<file path="config.mk">
export PLATFORM = sky130hd
export DESIGN_NAME = audio_adc_deserializer
export DESIGN_NICKNAME = d
export VERILOG_FILES = /design/src/rtl/audio_adc_deserializer.sv
export SDC_FILE = /design/constraint.sdc
export NUM_CORES = 1
export LEC_CHECK = 0
export CORE_ASPECT_RATIO = 1.4
export CORE_MARGIN = 5
export CORE_UTILIZATION = 46
export CTS_BUF_LIST = sky130_fd_sc_hd__clkbuf_4 sky130_fd_sc_hd__clkbuf_8
export CTS_CLUSTER_SIZE = 12
export DETAILED_ROUTE_END_ITERATION = 10
export PLACE_DENSITY_LB_ADDON = 0.12
export SETUP_SLACK_MARGIN = 0.2
export SYNTH_ARGS = -nofsm -noshare
export SYNTH_HDL_FRONTEND = slang
export SYNTH_SLANG_ARGS = --single-unit
</file>
<file path="constraint.sdc">
create_clock -name clk -period 5 [get_ports clk]
set_input_delay 1 -clock clk [delete_from_list [all_inputs] [get_ports clk]]
set_output_delay 1 -clock clk [all_outputs]
set_load 0.03 [all_outputs]
</file>
<file path="src/rtl/audio_adc_deserializer.sv">
// ---------------------------------------------------------------------------
// audio_adc_deserializer
//
// Purpose:
//   Captures stereo I2S audio from a codec that drives its own bit clock and
//   LR clock. The codec signals are brought into the clk domain, one I2S frame
//   at a time is decoded into left/right words, and complete stereo pairs are
//   buffered in a small FIFO for a downstream consumer.
//
// Ports:
//   clk, reset_n        system clock (only clock) and async active-low reset
//   enable              capture enable; low discards any partial frame
//   aud_bclk            codec bit clock (asynchronous to clk)
//   aud_adclrck         codec LR clock, low = left, high = right
//   aud_adcdat          codec serial data, I2S, MSB first
//   sample_left/right   pair at the FIFO head (zero while the FIFO is empty)
//   sample_valid        FIFO non-empty
//   sample_ready        consumer accepts the head pair
//   fifo_level          number of pairs stored, 0..FIFO_DEPTH
//   overflow            sticky flag: a complete pair was dropped (FIFO full)
//   overflow_clr        clears overflow (a simultaneous new drop wins)
//   dbg_state           current capture FSM state
//
// Handshake: a pair leaves the FIFO on every clk edge where sample_valid and
// sample_ready are both high; the head may change only after such a pop.
// ---------------------------------------------------------------------------
module audio_adc_deserializer #(
    parameter int DATA_WIDTH = 24,
    parameter int FIFO_DEPTH = 8
) (
    input  logic                          clk,
    input  logic                          reset_n,
    input  logic                          enable,
    input  logic                          aud_bclk,
    input  logic                          aud_adclrck,
    input  logic                          aud_adcdat,
    output logic [DATA_WIDTH-1:0]         sample_left,
    output logic [DATA_WIDTH-1:0]         sample_right,
    output logic                          sample_valid,
    input  logic                          sample_ready,
    output logic [$clog2(FIFO_DEPTH):0]   fifo_level,
    output logic                          overflow,
    input  logic                          overflow_clr,
    output logic [1:0]                    dbg_state
);

    localparam int PTR_W = $clog2(FIFO_DEPTH);
    localparam int LVL_W = PTR_W + 1;
    localparam int CNT_W = $clog2(DATA_WIDTH + 1);
    localparam int PAIR_W = 2 * DATA_WIDTH;

    localparam logic [1:0] ST_IDLE  = 2'd0;
    localparam logic [1:0] ST_SYNC  = 2'd1;
    localparam logic [1:0] ST_LEFT  = 2'd2;
    localparam logic [1:0] ST_RIGHT = 2'd3;

    // Synchronizers: bit 2 = bclk, bit 1 = lrck, bit 0 = dat.
    logic [2:0] sync1_d, sync1_q, sync2_d, sync2_q;
    logic       bclk_prev_d, bclk_prev_q;

    logic                  bit_event, lrck_s, dat_s, lrck_change;
    logic [DATA_WIDTH-1:0] shifted;

    logic [1:0]            state_d, state_q;
    logic [CNT_W-1:0]      bit_cnt_d, bit_cnt_q;
    logic [DATA_WIDTH-1:0] shift_d, shift_q;
    logic [DATA_WIDTH-1:0] left_word_d, left_word_q;
    logic                  left_valid_d, left_valid_q;
    logic                  lrck_prev_d, lrck_prev_q;
    logic                  push_req_d, push_req_q;
    logic [DATA_WIDTH-1:0] push_left_d, push_left_q;
    logic [DATA_WIDTH-1:0] push_right_d, push_right_q;

    logic [PAIR_W-1:0]     mem_d [FIFO_DEPTH];
    logic [PAIR_W-1:0]     mem_q [FIFO_DEPTH];
    logic [PTR_W-1:0]      wr_ptr_d, wr_ptr_q, rd_ptr_d, rd_ptr_q;
    logic [LVL_W-1:0]      level_d, level_q;
    logic                  overflow_d, overflow_q;
    logic                  fifo_full, do_pop, do_push, ovf_set;
    logic [PAIR_W-1:0]     head;

    // ---------------------------------------------------------------- sync
    always_comb begin
        sync1_d     = {aud_bclk, aud_adclrck, aud_adcdat};
        sync2_d     = sync1_q;
        bclk_prev_d = sync2_q[2];
    end

    // lrck and dat travel through identical synchronizer stages as bclk, so
    // on a bit event they are the values the codec held at that BCLK edge.
    assign bit_event   = sync2_q[2] & ~bclk_prev_q;
    assign lrck_s      = sync2_q[1];
    assign dat_s       = sync2_q[0];
    assign lrck_change = (lrck_s != lrck_prev_q);
    assign shifted     = {shift_q[DATA_WIDTH-2:0], dat_s};

    // ------------------------------------------------------------ capture
    always_comb begin
        state_d      = state_q;
        bit_cnt_d    = bit_cnt_q;
        shift_d      = shift_q;
        left_word_d  = left_word_q;
        left_valid_d = left_valid_q;
        lrck_prev_d  = lrck_prev_q;
        push_req_d   = 1'b0;
        push_left_d  = push_left_q;
        push_right_d = push_right_q;

        // Tracked on every bit event so SYNC sees a genuine 1->0 edge.
        if (bit_event) begin
            lrck_prev_d = lrck_s;
        end

        if (!enable) begin
            state_d      = ST_IDLE;
            bit_cnt_d    = '0;
            left_valid_d = 1'b0;
        end else begin
            case (state_q)
                ST_IDLE: begin
                    state_d      = ST_SYNC;
                    bit_cnt_d    = '0;
                    left_valid_d = 1'b0;
                end
                ST_SYNC: begin
                    if (bit_event && lrck_prev_q && !lrck_s) begin
                        state_d      = ST_LEFT;
                        bit_cnt_d    = '0;
                        left_valid_d = 1'b0;
                    end
                end
                default: begin
                    if (bit_event) begin
                        if (lrck_change) begin
                            // This bit is the I2S delay slot and carries no data.
                            bit_cnt_d = '0;
                            state_d   = lrck_s ? ST_RIGHT : ST_LEFT;
                            // A new frame begins: no left word belongs to it yet.
                            if (!lrck_s) begin
                                left_valid_d = 1'b0;
                            end
                        end else if (bit_cnt_q < CNT_W'(DATA_WIDTH)) begin
                            shift_d   = shifted;
                            bit_cnt_d = bit_cnt_q + CNT_W'(1);
                            if (bit_cnt_q == CNT_W'(DATA_WIDTH - 1)) begin
                                if (state_q == ST_LEFT) begin
                                    left_word_d  = shifted;
                                    left_valid_d = 1'b1;
                                end else if (left_valid_q) begin
                                    push_req_d   = 1'b1;
                                    push_left_d  = left_word_q;
                                    push_right_d = shifted;
                                    left_valid_d = 1'b0;
                                end
                            end
                        end
                    end
                end
            endcase
        end
    end

    // --------------------------------------------------------------- fifo
    assign fifo_full    = (level_q == LVL_W'(FIFO_DEPTH));
    assign sample_valid = (level_q != '0);
    assign do_pop       = sample_valid & sample_ready;
    // When full, a simultaneous pop frees the slot the push writes into.
    assign do_push      = push_req_q & (~fifo_full | do_pop);
    assign ovf_set      = push_req_q & fifo_full & ~do_pop;

    always_comb begin
        mem_d    = mem_q;
        wr_ptr_d = wr_ptr_q;
        rd_ptr_d = rd_ptr_q;
        level_d  = level_q;

        if (do_push) begin
            mem_d[wr_ptr_q] = {push_left_q, push_right_q};
            wr_ptr_d        = wr_ptr_q + PTR_W'(1);
        end
        if (do_pop) begin
            rd_ptr_d = rd_ptr_q + PTR_W'(1);
        end
        if (do_push && !do_pop) begin
            level_d = level_q + LVL_W'(1);
        end else if (!do_push && do_pop) begin
            level_d = level_q - LVL_W'(1);
        end

        if (ovf_set) begin
            overflow_d = 1'b1;
        end else if (overflow_clr) begin
            overflow_d = 1'b0;
        end else begin
            overflow_d = overflow_q;
        end
    end

    assign head         = mem_q[rd_ptr_q];
    assign sample_left  = sample_valid ? head[PAIR_W-1:DATA_WIDTH] : '0;
    assign sample_right = sample_valid ? head[DATA_WIDTH-1:0] : '0;
    assign fifo_level   = level_q;
    assign overflow     = overflow_q;
    assign dbg_state    = state_q;

    // ---------------------------------------------------------- registers
    always_ff @(posedge clk or negedge reset_n) begin
        if (!reset_n) begin
            sync1_q      <= '0;
            sync2_q      <= '0;
            bclk_prev_q  <= 1'b0;
            state_q      <= ST_IDLE;
            bit_cnt_q    <= '0;
            shift_q      <= '0;
            left_word_q  <= '0;
            left_valid_q <= 1'b0;
            lrck_prev_q  <= 1'b0;
            push_req_q   <= 1'b0;
            push_left_q  <= '0;
            push_right_q <= '0;
            for (int i = 0; i < FIFO_DEPTH; i++) begin
                mem_q[i] <= '0;
            end
            wr_ptr_q     <= '0;
            rd_ptr_q     <= '0;
            level_q      <= '0;
            overflow_q   <= 1'b0;
        end else begin
            sync1_q      <= sync1_d;
            sync2_q      <= sync2_d;
            bclk_prev_q  <= bclk_prev_d;
            state_q      <= state_d;
            bit_cnt_q    <= bit_cnt_d;
            shift_q      <= shift_d;
            left_word_q  <= left_word_d;
            left_valid_q <= left_valid_d;
            lrck_prev_q  <= lrck_prev_d;
            push_req_q   <= push_req_d;
            push_left_q  <= push_left_d;
            push_right_q <= push_right_d;
            mem_q        <= mem_d;
            wr_ptr_q     <= wr_ptr_d;
            rd_ptr_q     <= rd_ptr_d;
            level_q      <= level_d;
            overflow_q   <= overflow_d;
        end
    end

endmodule

</file>
### After elaboration in Yosys (flattened, before gate mapping)

Index checks and enable logic that the tools add are counted.

* register bits after elaboration: 507
* latch bits: 0
* memory bits (writable): 0
* bits in read-only memories: 0
* input port bits: 8
* output and inout port bits: 56
* word-level logic and storage cells: 118
* memories kept: 0

* add/sub/neg operators: 5
* multipliers: 0
* divide/modulo/power cells: 0
* $lt $le $gt $ge: 4
* eq/ne operators: 11
* shift-type cells: 0
* mux-type cells: 41
* bitwise gates (word level): 14
* reduce and logical (&&, ||, !) cells: 19

Operator list (count)
* $bwmux 384: 1
* $bmux 48 s3: 1
* $demux 48 s3: 1
* $mux 48: 3
* $mux 24: 2
* $mux 5: 5
* $mux 1: 19
* $ne 5x1->1 const B: 2
* $pmux 5 s2: 1
* $reduce_and 5->1: 2
* $ge 4x4->1 const B: 2
* $mux 2: 4
* $mux 4: 2
* $ne 4x1->1 const B: 2
* $not 3->4: 2
* $reduce_and 8->1: 1
* $reduce_and 7->1: 1
* $add 3x1->3 const B: 2
* $not 1->1: 6
* $reduce_and 3->1: 2
* $add 5x1->5 const B: 1
* $and 1x1->1: 5
* $eq 5x5->1 const B: 1
* $logic_and 1x1->1: 5
* other kinds (18): 21

### Depth between registers and ports, before layout

Gate-level depths: netlist of the first run.

* word-level depth: 8
* mapped depth: 12

### Worst setup path before layout of the first run

Ideal clock, no wire load.

* kind: reg-to-output
* start: reg level_q[0] (netlist: fifo_level[0])
* end: out sample_left[0]
* arrival time: 1861 ps
* slack: 2139 ps
* stages on the path, launching flop included: 5
* path through: dfrtp_1 -> nor4_1 -> clkbuf_1 -> clkbuf_1 -> nor2_1

* word-level cells in the longest chain between the ends: 2

RTL lines
* from (decl): line 77 `logic [LVL_W-1:0] level_d, level_q;`
* from (signal assigned): line 244 `level_q <= level_d;`
* $reduce_bool 4->1: line 165 `assign sample_valid = (level_q != '0);`
* $mux 24: line 200 `assign sample_left = sample_valid ? head[PAIR_W-1:DATA_WIDTH] : '0;`
* to (decl): line 37 `output logic [DATA_WIDTH-1:0] sample_left,`

No other way between the ends.

### Worst setup path in the final report of the first run

* start: reg rd_ptr_q[0]
* end: out sample_left[2]

* word-level cells in the longest chain between the ends: 5

RTL lines
* from (decl): line 76 `logic [PTR_W-1:0] wr_ptr_d, wr_ptr_q, rd_ptr_d, rd_ptr_q;`
* from (signal assigned): line 243 `rd_ptr_q <= rd_ptr_d;`
* $not 3->4 (not written as such): line 199 `assign head = mem_q[rd_ptr_q];`
* $bmux 48 s3: line 199
* $mux 48 (not written as such) (2 in series): line 199
* $mux 24: line 200

No other way between the ends. The select of a mux whose other input is x is not followed.

==> results of run 1 <==
## where the power goes
group	total, mW	internal (mW)	switching, mW
Clock	3.55	1.98	1.56
Sequential	4.11	4.11	0.00515
Combinational	0.107	0.0190	0.0877
Total	7.77	6.11	1.66
## metal layers
| metal | part of all wire [%] | vias up |
|---|---|---|
| met5 | 0 | - |
| met4 | 1.7 | 0 |
| met3 | 3.7 | 68 |
| met2 | 49 | 195 |
| met1 | 46 | 6306 |
| li1 | - | 5171 |
## area by class of cell
type	instances	area, um^2
Clock buffer	125	1570
Fill cell	4023	22730
Tap cell	630	788.3
Inverter	8	30.03
Antenna cell	1	2.502
Multi-Input combinational cell	757	8950
Timing Repair Buffer	93	960.9
Sequential cell	507	12700
Clock inverter	9	53.80
## worst max-delay path: cells and delay by family (launching register included)
kind	cells	cell delay, ns
buffers and inverters	2	1.00
muxes	2	0.77
DFF	1	0.81
and+or+nand+nor	1	0.07
## sequential cells by signal, summed over array words and instances (netlist names)
register      count
sync2_q           3
lrck_prev_q       1
overflow          1
fifo_level        4
sync1_q           3
push_left_q      24
left_valid_q      1
left_word_q      24
mem_q           384
shift_q          23
rd_ptr_q          3
dbg_state         2
bit_cnt_q         5
bclk_prev_q       1
push_req_q        1
push_right_q     24
wr_ptr_q          3
## path summary, 6_finish.rpt
path	endpoint
min in group asynchronous	mem_q[259]
setup / recovery	sample_left[2]
setup reg to reg	fifo_level[3]
hold reg to reg	sync2_q[0]
hold / removal	sync2_q[0]
max in group asynchronous	mem_q[182]
## cells in the mapped netlist, types with 7 or more instances
library cell	n	area, um^2
nor2_1	52	195.2
buf_4	18	135.1
dfrtp_1	507	12690
mux4_2	96	2162
mux2_2	263	2962
mux2_1	199	2241
o21ai_0	7	35.03
clkbuf_1	20	75.07
mux2_4	19	285.3
mux2i_1	48	480.5
buf_2	43	215.2
xnor2_1	9	78.83
nand2_1	13	48.80
## metrics by stage
step,instances,worst slack [ns],cell area (um^2),power (mW),utilization [%]
2_1_floorplan,1358,2.139,22090,4.198,-
3_3_place_gp,1995,1.244,23430,4.300,49.03
3_5_place_dp,1995,1.263,23430,4.302,49.03
4_1_cts,2129,0.5750,25050,7.913,52.43
5_1_grt,2130,0.4734,25050,8.114,52.43
6_report,2130,0.7043,25050,7.768,52.43
## logic make-up (layout without fill, tap and decap cells)
group,after synthesis,in the layout,synth area share (%)
AOI/OAI and AO/OA,19,19,0.5210
xor gates and xnor gates,10,10,0.3964
adders and majority gates,8,8,0.4757
buffers and inverters,94,235,2.282
DFF,507,507,57.42
muxes,625,625,36.80
other,0,1,0
and+or+nand+nor,95,95,2.101
==> flow_summary.toml, run 1 <==
[run_status]
outcome = "finished clean"

[global_routing]
grt_pass1_wl_um = 76340
gr-max-usage-layer = "met2"
use_met3_pct = 2.972
first_global_vias = 13060
grt_max_degree = 107
grt_use_met2_pct = 29.52
antenna_found_initial = 1
grt_util_met1_pct = 25.89
grt_use_total_pct = 18.22
grt-ovfl-total = 0

[routing]
first_iter_violations = 464
routed_wirelength_um = 46380
drt_pass1_iterations = 4
wl_per_cell_um = 21.78
vias = 11740
drt_drc_violations_left = 0
vias_per_cell = 5.512
ant_nets = 0

[cts]
cts_made_buffers = 79
clk_latency_ns = 0.62
cts.sinks = 507
cts_setup_buffers = 0
cts.clk_slew.worst_paths_ns = 0.07
clockBufferDepth = 3
post_cts_resized = 0
cts_tree = "built"
hold_buffers = 0
root_buffer = "clkbuf_8"
cts-htree-levels = 3

[timing]
fin_skew_ns = 0.02502
rsz0062_at_grt = "no"
fmax_ghz = 0.2328
post-route-min-period_ns = 4.296
slew_violations = 0
timing.setup.tns_ns = 0
hold_viol_final = 0
relSlewSlack_pct = 24.83
setup_viol = 0
hold_ws_ns = 0.3500
worstMarginPinSlew_ns = 1.128
fin_crit_sh_pct = 85.91

[critical_path]
crit_start = "rd_ptr_q[0]"
criticalPathCategory = "reg2out"
path_cells = "buf_12, mux4_2, mux2i_1, nor2_1, clkdlybuf4s50_1"
startpoint_type = "flip-flop"
cp-end-kind = "output pin"
ff2ff_path_depth = 12
cp_data_required_time_ns = 4.00
max_stage_delay_ns = 0.81
rrSetupSlack_ns = 2.01
crit_arrival_ns = 3.30
r2r-start = "fifo_level[0]"
cp_slowest_cell = "dfrtp_4"
path_max_fanout = 35

[floorplanning]
die_area_um2 = 52570
start_util_pct = 46.24
die_w_um = 195.2
core-area_um2 = 47780
ios = 64
fp.dieH_um = 269.3
rows = 95

[power_and_ir_drop]
power.density_nw_per_um2 = 310.1
ir_drop_mv = 0.1881
power_leakage_nw = 12.10

[worst_hold_path]
min_path_cells = 0
hold_path.class = "reg2reg"
hold_start = "sync1_q[0]"

[synthesis]
synth_seq_cells = 507
yosysSeqAreaShare_pct = 57.42
ys_types = 47
synth_edf_count = 0
syn_nets = 1373
synth_area_um2 = 22090
ys.flop_type = "dfrtp_1"
syn_avg_cell_area_um2 = 16.27
syn-instance-count = 1358
async_flop_share_pct = 100.0
synth_warnings = 0

[placement]
post-dp-hpwl_um = 26010
io_buffers = 63
place.gp.congestion = 0.6900

[finish]
areaGrowthSynthToFinish_pct = 13.40
layout_common_cells = "504 x dfrtp_1, 263 x mux2_2, 199 x mux2_1, 101 x clkbuf_8, 96 x mux4_2"
drive_gt1_share_pct = 37.02
final_nets = 1461
final_common_cell = "dfrtp_1"

[run]
maxCapViolations = 0
(Power assumes the default switching activity.)
==> inputs of run 2 (changes only) <==
CTS_BUF_LIST = sky130_fd_sc_hd__clkbuf_8   (was sky130_fd_sc_hd__clkbuf_4 sky130_fd_sc_hd__clkbuf_8)
SKIP_LAST_GASP = 1   (was default)
==> run 2 against run 1 <==
Sequential cell count is the same. Cell area decreased by 0.36%. Worst hold slack about the same. Die area is the same. Critical endpoint unchanged. Highest routed layer unchanged.
==> flow_summary.toml, run 2 (synthesis results as in run 1) <==
[finish]
areaGrowthSynthToFinish_pct = 12.99
largest_register_ffs = 384
fin_util_pct = 52.24
regMostFlops = "mem_q"
fillers = 4034
stdcell_count = 2130
final_common_cell = "dfrtp_1"
final_nets = 1461
layout_common_cells = "504 x dfrtp_1, 263 x mux2_2, 199 x mux2_1, 101 x clkbuf_8, 96 x mux4_2"
drive_gt1_share_pct = 35.42

[routing]
first_iter_violations = 410
drt_pass1_iterations = 4
drt_drc_violations_left = 0
routed_wirelength_um = 46450
vias_per_cell = 5.503
ant_nets = 0
wl_per_cell_um = 21.81
vias = 11720

[placement]
io_buffers = 63
post-dp-hpwl_um = 26010
dpl.cell_count = 1995
place.gp.congestion = 0.6900

[global_routing]
grt_max_degree = 107
antenna_found_initial = 1
grt_use_total_pct = 18.22
first_global_vias = 13070
grt-ovfl-total = 0
grt_pass1_wl_um = 76360

[timing]
fin_crit_sh_pct = 86.11
relSlewSlack_pct = 23.53
timing.setup.tns_ns = 0
rsz0062_at_grt = "no"
hold_viol_final = 0
post-route-min-period_ns = 4.306
worstMarginPinSlew_ns = 1.147
fin_skew_ns = 0.02398
fmax_ghz = 0.2322
setup_viol = 0
slew_violations = 0

[worst_hold_path]
hold_path.class = "reg2reg"

[power_and_ir_drop]
power.density_nw_per_um2 = 304.2
ir_drop_mv = 0.1876
power_leakage_nw = 12.12
power.total_mw = 7.594

[run_status]
outcome = "finished clean"

[cts]
cts_tree = "built"
root_buffer = "clkbuf_8"
cts.clk_slew.worst_paths_ns = 0.06
clockBufferDepth = 3
cts_setup_buffers = 0
post_cts_resized = 0
hold_buffers = 0
clk_latency_ns = 0.62
cts.sinks = 507
cts-htree-levels = 3
cts_made_buffers = 79

[floorplanning]
fp.dieH_um = 269.3
die_area_um2 = 52570
core-area_um2 = 47780
start_util_pct = 46.24
die_w_um = 195.2
rows = 95
ios = 64

[run]
maxCapViolations = 0

[critical_path]
startpoint_type = "flip-flop"
rrSetupSlack_ns = 2.00
r2r-start = "fifo_level[0]"
crit_path_end = "sample_left[2]"
criticalPathCategory = "reg2out"
path_max_fanout = 35
reg2reg_to = "fifo_level[3]"
cp_data_required_time_ns = 4.00
crit_arrival_ns = 3.31
cp-end-kind = "output pin"
crit_start = "rd_ptr_q[0]"
ff2ff_path_depth = 12
## run 2: changes by cell type in the layout (fill, tap and decap cells not counted), sizes merged
cell    change
clkbuf     -24
inv        +24
## run 2: where the power goes
| part | switching (mW) | total, mW | internal (mW) |
|---|---|---|---|
| Clock | 1.57 | 3.37 | 1.80 |
| Combinational | 0.0876 | 0.107 | 0.0190 |
| Sequential | 0.00518 | 4.11 | 4.11 |
| Total | 1.66 | 7.59 | 5.93 |
## run 2: through the flow
step | instance area [um^2] | hold WS (ns) | setup slack, ns
3_3_place_gp | 23430 | 0.3322 | 1.244
3_5_place_dp | 23430 | 0.3370 | 1.263
2_1_floorplan | 22090 | 0.3312 | 2.139
5_1_grt | 24960 | 0.3657 | 0.4734
4_1_cts | 24960 | 0.3550 | 0.5750
6_report | 24960 | 0.3502 | 0.6943
## run 2: how the worst min path moves through the flow
stage / start / slack, ns / cells after the start / to
after global placement: sync1_q[0] / 0.33 / 0 / sync2_q[0]
after floorplan: sync1_q[0] / 0.33 / 0 / sync2_q[0]
after global routing: sync1_q[2] / 0.37 / 0 / sync2_q[2]
final: sync1_q[0] / 0.35 / 0 / sync2_q[0]
after detailed placement: sync1_q[1] / 0.34 / 0 / sync2_q[1]
after CTS: sync1_q[0] / 0.35 / 0 / sync2_q[0]
## run 2: final cells by class
cell class | count | area [um^2] | share of cell area [%]
tap | 630 | 788.3 | 3.158
inverter | 8 | 30.03 | 0.1203
multi-input combinational | 757 | 8950 | 35.85
antenna | 1 | 2.502 | 0.01002
sequential | 507 | 12700 | 50.87
clock buffer | 101 | 1390 | 5.568
clock inverter | 33 | 143.9 | 0.5764
timing repair buffer | 93 | 960.9 | 3.849
## run 2: critical path: stages (launching register included)
cell             delay (ns)
dfrtp_4                0.81
buf_12                 0.37
mux4_2                 0.56
mux2i_1                0.22
nor2_1                 0.07
clkdlybuf4s50_1        0.63
## run 2: layer usage
metal  up-vias  global-route usage, %  wire length [um]
met3        67                  2.972              1440
met1      6321                  25.74             21520
met5         -                      0                 0
met2       154                  29.68             22780
met4         0                  4.853               696
li1       5179                      -                 -
==> inputs of run 3 (changes only) <==
HOLD_SLACK_MARGIN = 0.1   (was default)
==> results of run 3 <==
No change in the layout: final DEF, timing and power equal those of run 2.
